$ cat src/rtl/error_counter_bank.sv
// Saturating per-channel error counters with atomic snapshot, running total and windowed error-rate alarm.
// Latency: counters/snapshot/rate 1 cycle, total_errors 2 cycles after a strobe; no backpressure, every pulse is accepted.
module error_counter_bank #(
  parameter int NUM_CH  = 9,
  parameter int CNT_W   = 32,
  parameter int WIN_OPS = 1000,
  parameter int RATE_W  = 8
) (
  input  logic                      clk,
  input  logic                      reset_n,
  input  logic [NUM_CH-1:0]         err_strobe,
  input  logic                      op_done,
  input  logic                      clear_all,
  input  logic [NUM_CH-1:0]         clear_mask,
  input  logic                      snap_req,
  input  logic [RATE_W-1:0]         alarm_thresh,
  input  logic                      alarm_ack,
  output logic [NUM_CH*CNT_W-1:0]   cnt_flat,
  output logic [NUM_CH*CNT_W-1:0]   snap_flat,
  output logic                      snap_valid,
  output logic [CNT_W+4:0]          total_errors,
  output logic                      any_error,
  output logic [RATE_W-1:0]         error_rate,
  output logic                      rate_alarm
);

  localparam int OP_W  = $clog2(WIN_OPS);
  localparam int TOT_W = CNT_W + 5;
  localparam logic [OP_W-1:0] OP_LAST = OP_W'(WIN_OPS - 1);
  // RATE_W is at most 16, since the rate is a clamp of the 16-bit accumulator.
  localparam logic [16:0] RATE_MAX = 17'((1 << RATE_W) - 1);

  logic [CNT_W-1:0]  cnt_q  [NUM_CH];
  logic [CNT_W-1:0]  cnt_d  [NUM_CH];
  logic [CNT_W-1:0]  snap_q [NUM_CH];
  logic              snap_vld_q;
  logic [TOT_W-1:0]  total_q, total_d;
  logic [OP_W-1:0]   op_cnt_q, op_cnt_d;
  logic [15:0]       acc_q, acc_d;
  logic [RATE_W-1:0] rate_q, rate_d;
  logic              alarm_q, alarm_d;

  logic [5:0]        pop;
  logic [16:0]       acc_sum;
  logic [15:0]       acc_sat;
  logic [RATE_W-1:0] rate_new;
  logic              win_close;

  // A clear and a strobe on the same channel load 1 so the event is not lost.
  always_comb begin
    for (int i = 0; i < NUM_CH; i++) begin
      cnt_d[i] = cnt_q[i];
      if (clear_all) begin
        cnt_d[i] = '0;
      end else if (clear_mask[i]) begin
        cnt_d[i] = {{(CNT_W-1){1'b0}}, err_strobe[i]};
      end else if (err_strobe[i] && (cnt_q[i] != {CNT_W{1'b1}})) begin
        cnt_d[i] = cnt_q[i] + CNT_W'(1);
      end
    end
  end

  always_comb begin
    total_d = '0;
    pop     = '0;
    for (int i = 0; i < NUM_CH; i++) begin
      total_d = total_d + {5'b0, cnt_q[i]};
      pop     = pop + {5'b0, err_strobe[i]};
    end
  end

  always_comb begin
    acc_sum   = {1'b0, acc_q} + {11'b0, pop};
    acc_sat   = acc_sum[16] ? 16'hFFFF : acc_sum[15:0];
    rate_new  = ({1'b0, acc_sat} > RATE_MAX) ? {RATE_W{1'b1}} : acc_sat[RATE_W-1:0];
    win_close = op_done && (op_cnt_q == OP_LAST);
  end

  always_comb begin
    op_cnt_d = op_cnt_q;
    acc_d    = acc_sat;
    rate_d   = rate_q;
    alarm_d  = alarm_q;
    if (clear_all) begin
      op_cnt_d = '0;
      acc_d    = '0;
      rate_d   = '0;
      alarm_d  = 1'b0;
    end else begin
      if (win_close) begin
        op_cnt_d = '0;
        acc_d    = '0;
        rate_d   = rate_new;
      end else if (op_done) begin
        op_cnt_d = op_cnt_q + OP_W'(1);
      end
      // A set at window close wins over a simultaneous acknowledge.
      if (win_close && (alarm_thresh != '0) && (rate_new >= alarm_thresh)) begin
        alarm_d = 1'b1;
      end else if (alarm_ack) begin
        alarm_d = 1'b0;
      end
    end
  end

  always_ff @(posedge clk or negedge reset_n) begin
    if (!reset_n) begin
      for (int i = 0; i < NUM_CH; i++) begin
        cnt_q[i]  <= '0;
        snap_q[i] <= '0;
      end
      snap_vld_q <= 1'b0;
      total_q    <= '0;
      op_cnt_q   <= '0;
      acc_q      <= '0;
      rate_q     <= '0;
      alarm_q    <= 1'b0;
    end else begin
      for (int i = 0; i < NUM_CH; i++) begin
        cnt_q[i] <= cnt_d[i];
        if (snap_req) begin
          snap_q[i] <= cnt_q[i];
        end
      end
      snap_vld_q <= snap_req;
      total_q    <= total_d;
      op_cnt_q   <= op_cnt_d;
      acc_q      <= acc_d;
      rate_q     <= rate_d;
      alarm_q    <= alarm_d;
    end
  end

  for (genvar g = 0; g < NUM_CH; g++) begin : g_flat
    assign cnt_flat[g*CNT_W +: CNT_W]  = cnt_q[g];
    assign snap_flat[g*CNT_W +: CNT_W] = snap_q[g];
  end

  assign snap_valid   = snap_vld_q;
  assign total_errors = total_q;
  assign any_error    = (total_q != '0);
  assign error_rate   = rate_q;
  assign rate_alarm   = alarm_q;

endmodule

$ cat config.mk
export PLATFORM = sky130hd
export DESIGN_NAME = error_counter_bank
export DESIGN_NICKNAME = d
export VERILOG_FILES = /design/src/rtl/error_counter_bank.sv
export SDC_FILE = /design/constraint.sdc
export NUM_CORES = 2
export LEC_CHECK = 0
export BUFFER_PORTS_ARGS = -buffer_cell sky130_fd_sc_hd__buf_4
export CAP_MARGIN = 15
export CORE_MARGIN = 8
export CORE_UTILIZATION = 40
export DETAILED_ROUTE_END_ITERATION = 10
export RECOVER_POWER = 100
export SLEW_MARGIN = 25
export SYNTH_ARGS = -nofsm -noshare
export SYNTH_HDL_FRONTEND = slang
export SYNTH_SLANG_ARGS = --single-unit
$ cat constraint.sdc
create_clock -name clk -period 10 [get_ports clk]
set_input_delay 1.5 -clock clk [delete_from_list [all_inputs] [get_ports clk]]
set_output_delay 1.5 -clock clk [all_outputs]
set_load 0.03 [all_outputs]
==> impl_metrics.yaml <==
sta:
  finalCritPeriodShare_pct: 79.54
  worst_pin_slew_ns: 5.850
  finalCriticalPeriod_ns: 7.954
  setup-violations-final: 0
  drv_slew: 785
  rsz0062_at_grt: "false"
  finalSetupTns_ns: 0
  whs_ns: 0.4902
  max_clock_freq_mhz: 125.7
  relSlewSlack_pct: -290.0
  hold_violations: 0
  fin_worst_skew_ns: 0.03128
place:
  place.detailed.hpwl_um: 98060
  numPortBuffers: 654
  gp_congestion: 0.9131
power:
  p_per_area_mw_per_mm2: 147.6
  p_leak_nw: 18.83
  vdd_drop_max_mv: 0.1104
critical_path:
  critical_path_required_ns: 10.47
  critPathArrivalTime_ns: 8.43
  startpoint_type: "primary input"
  rr_worst_depth: 15
  worst-setup-path-type: "in -> reg"
  crit_path_end_kind: "flip-flop"
  path_max_fanout: 65
cells_and_area:
  drive_gt1_share_pct: 12.85
  nNetsFinal: 3951
  syn_to_final_growth_pct: 18.60
  n_fill_cell: 8279
clock_network:
  cts.path.max_buffers: 3
  cts_sinks: 648
  cts-resized-gates: 0
  h-tree-depth: 3
  path_clk_slew_ns: 0.05
  post_cts_buffers: 0
  clock_latency_ns: 0.62
  root_buffer: "clkbuf_16"
  cts_tree: "built"
  cts_made_buffers: 77
  holdBufCountCts: 0
logic_synthesis:
  synthCells: 2962
  ys_seq_area_share_pct: 47.09
  ys_async_sr_fraction_pct: 100.0
  syn_area_mm2: 0.03443
  ys_types: 66
  synth_edf_count: 0
  yosys.area.top_type: "dfrtp_1"
  yosys-top-cells-area: "dfrtp_1 47%, fa_1 13%, mux2_2 9.4%"
  yosys.cell_count.top_type: "dfrtp_1"
  synth_common_cells: "648 x dfrtp_1, 379 x nor2_1, 288 x mux2_2"
  yosysWarnings: 0
  netlist.area_leader.share_pct: 47.09
  avgSynthCellArea_um2: 11.62
  ys_seq_elements: 648
  synthFlopType: "dfrtp_1"
  synth_fp_nets: 3283
floorplan:
  die_area_mm2: 0.09572
  coreArea_mm2: 0.08528
  num_rows: 107
  die_h_um: 309.4
  die_w_um: 309.4
  initial_core_util_pct: 40.37
  pin_count: 656
route:
  routed_wl_um: 125200
  drcViolationCount: 0
  dr.pass1.iters: 5
  viasPerCell: 5.376
  vias: 26000
  drt-initial-drc-count: 1917
  ant_nets: 0
  post_drt_wl_per_cell_um: 25.89
job:
  cap_violations: 18
global_routing:
  grt_pass1_wl_um: 183000
  overflow: 0
  grt_start_max_net_pins: 139
  first_global_vias: 26240
  antenna_found_initial: 4
  grt_use_total_pct: 25.83
worst_hold_path:
  hold_class: "reg -> reg"
  hold_path_depth: 2
status:
  violations: "max-capacitance violations, max-slew violations"
  status: "finished, violations left"
[placed cells by master (no fill, tap or decap), types with 49 or more instances in the layout]
cell type / synthesis / layout
nor2_1: 379 / 379
nand2_1: 174 / 174
clkbuf_1: 83 / 651
dfrtp_1: 648 / 648
ha_1: 61 / 61
o21ai_0: 71 / 71
nand3_1: 111 / 111
fa_1: 228 / 228
xnor2_1: 120 / 120
clkbuf_16: 0 / 79
xor2_1: 155 / 155
mux2_2: 288 / 288
and3_1: 49 / 49
inv_1: 86 / 86
a21oi_1: 105 / 105
nand4_1: 78 / 78
[flip-flops by register name, summed over array words and instances (netlist names)]
signal        flops
cnt_flat        288
snap_flat       288
total_errors     36
acc_q            16
op_cnt_q         10
error_rate        8
rate_alarm        1
snap_valid        1
[where the power goes]
part | switching, mW | internal (mW) | total (mW)
Clock | 1.14 | 1.70 | 2.84
Sequential | 0.0283 | 2.65 | 2.68
Combinational | 0.346 | 0.167 | 0.512
Total | 1.51 | 4.52 | 6.03
[logic make-up (layout without fill, tap and decap cells)]
kind of cell	Yosys count	after routing	synth area share [%]
xor gates and xnor gates	275	275	6.995
DFF	648	648	47.09
other	1	2	0.01089
muxes	295	295	9.622
buffers and inverters	180	908	1.988
AOI/OAI and AO/OA	277	277	4.942
and+or+nand+nor	997	997	13.87
adders and majority gates	289	289	15.47
[path summary, 6_finish.rpt]
check | from | to | slack (ns)
setup / recovery | snap_req | snap_flat[42]$_DFFE_PN0P_ | 2.05
hold / removal | rate_alarm$_DFFE_PN0P_ | rate_alarm$_DFFE_PN0P_ | 0.49
setup reg to reg | cnt_flat[99]$_DFFE_PN0P_ | total_errors[32]$_DFF_PN0_ | 3.49
hold reg to reg | rate_alarm$_DFFE_PN0P_ | rate_alarm$_DFFE_PN0P_ | 0.49
max in group asynchronous | reset_n | snap_flat[117]$_DFFE_PN0P_ | 2.82
min in group asynchronous | reset_n | snap_flat[74]$_DFFE_PN0P_ | 3.05
[critical path, stage by stage]
cell	delay, ns
clkbuf_1	2.51
clkbuf_1	2.85
buf_4	1.01
mux2_2	0.41
[stage by stage]
step                      util, %  std cells  worst slack, ns  power [mW]  area (um2)
final                       47.88       4835            2.046       6.029       40840
after global routing        47.88       4834            1.479       6.266       40830
after CTS                   50.69       4833            3.449       6.124       43230
after detailed placement    47.71       4694            2.806       3.253       40680
after global placement      47.69       4693            2.913       3.250       40670
after floorplan                 -       2962            3.683       3.024       34430
[area by class of cell]
type	count	area (um2)	share of cell area [%]
Clock buffer	114	2268	5.555
Inverter	86	322.8	0.7905
Multi-Input combinational cell	2134	17530	42.92
Sequential cell	648	16220	39.71
Clock inverter	25	280.3	0.6863
Timing Repair Buffer	683	2788	6.827
Antenna cell	1	2.502	0.006128
Tap cell	1144	1431	3.505
[routing by layer]
metal / wire length, um / vias to the layer above / part of all wire, % / global-route usage [%]
li1: - / 11550 / - / -
met1: 53350 / 13290 / 43 / 34.67
met2: 58450 / 992 / 47 / 41.91
met3: 10700 / 149 / 8.5 / 7.048
met4: 2658 / 8 / 2.1 / 5.750
met5: 51 / - / 0.041 / 0
(Power assumes the default switching activity.)
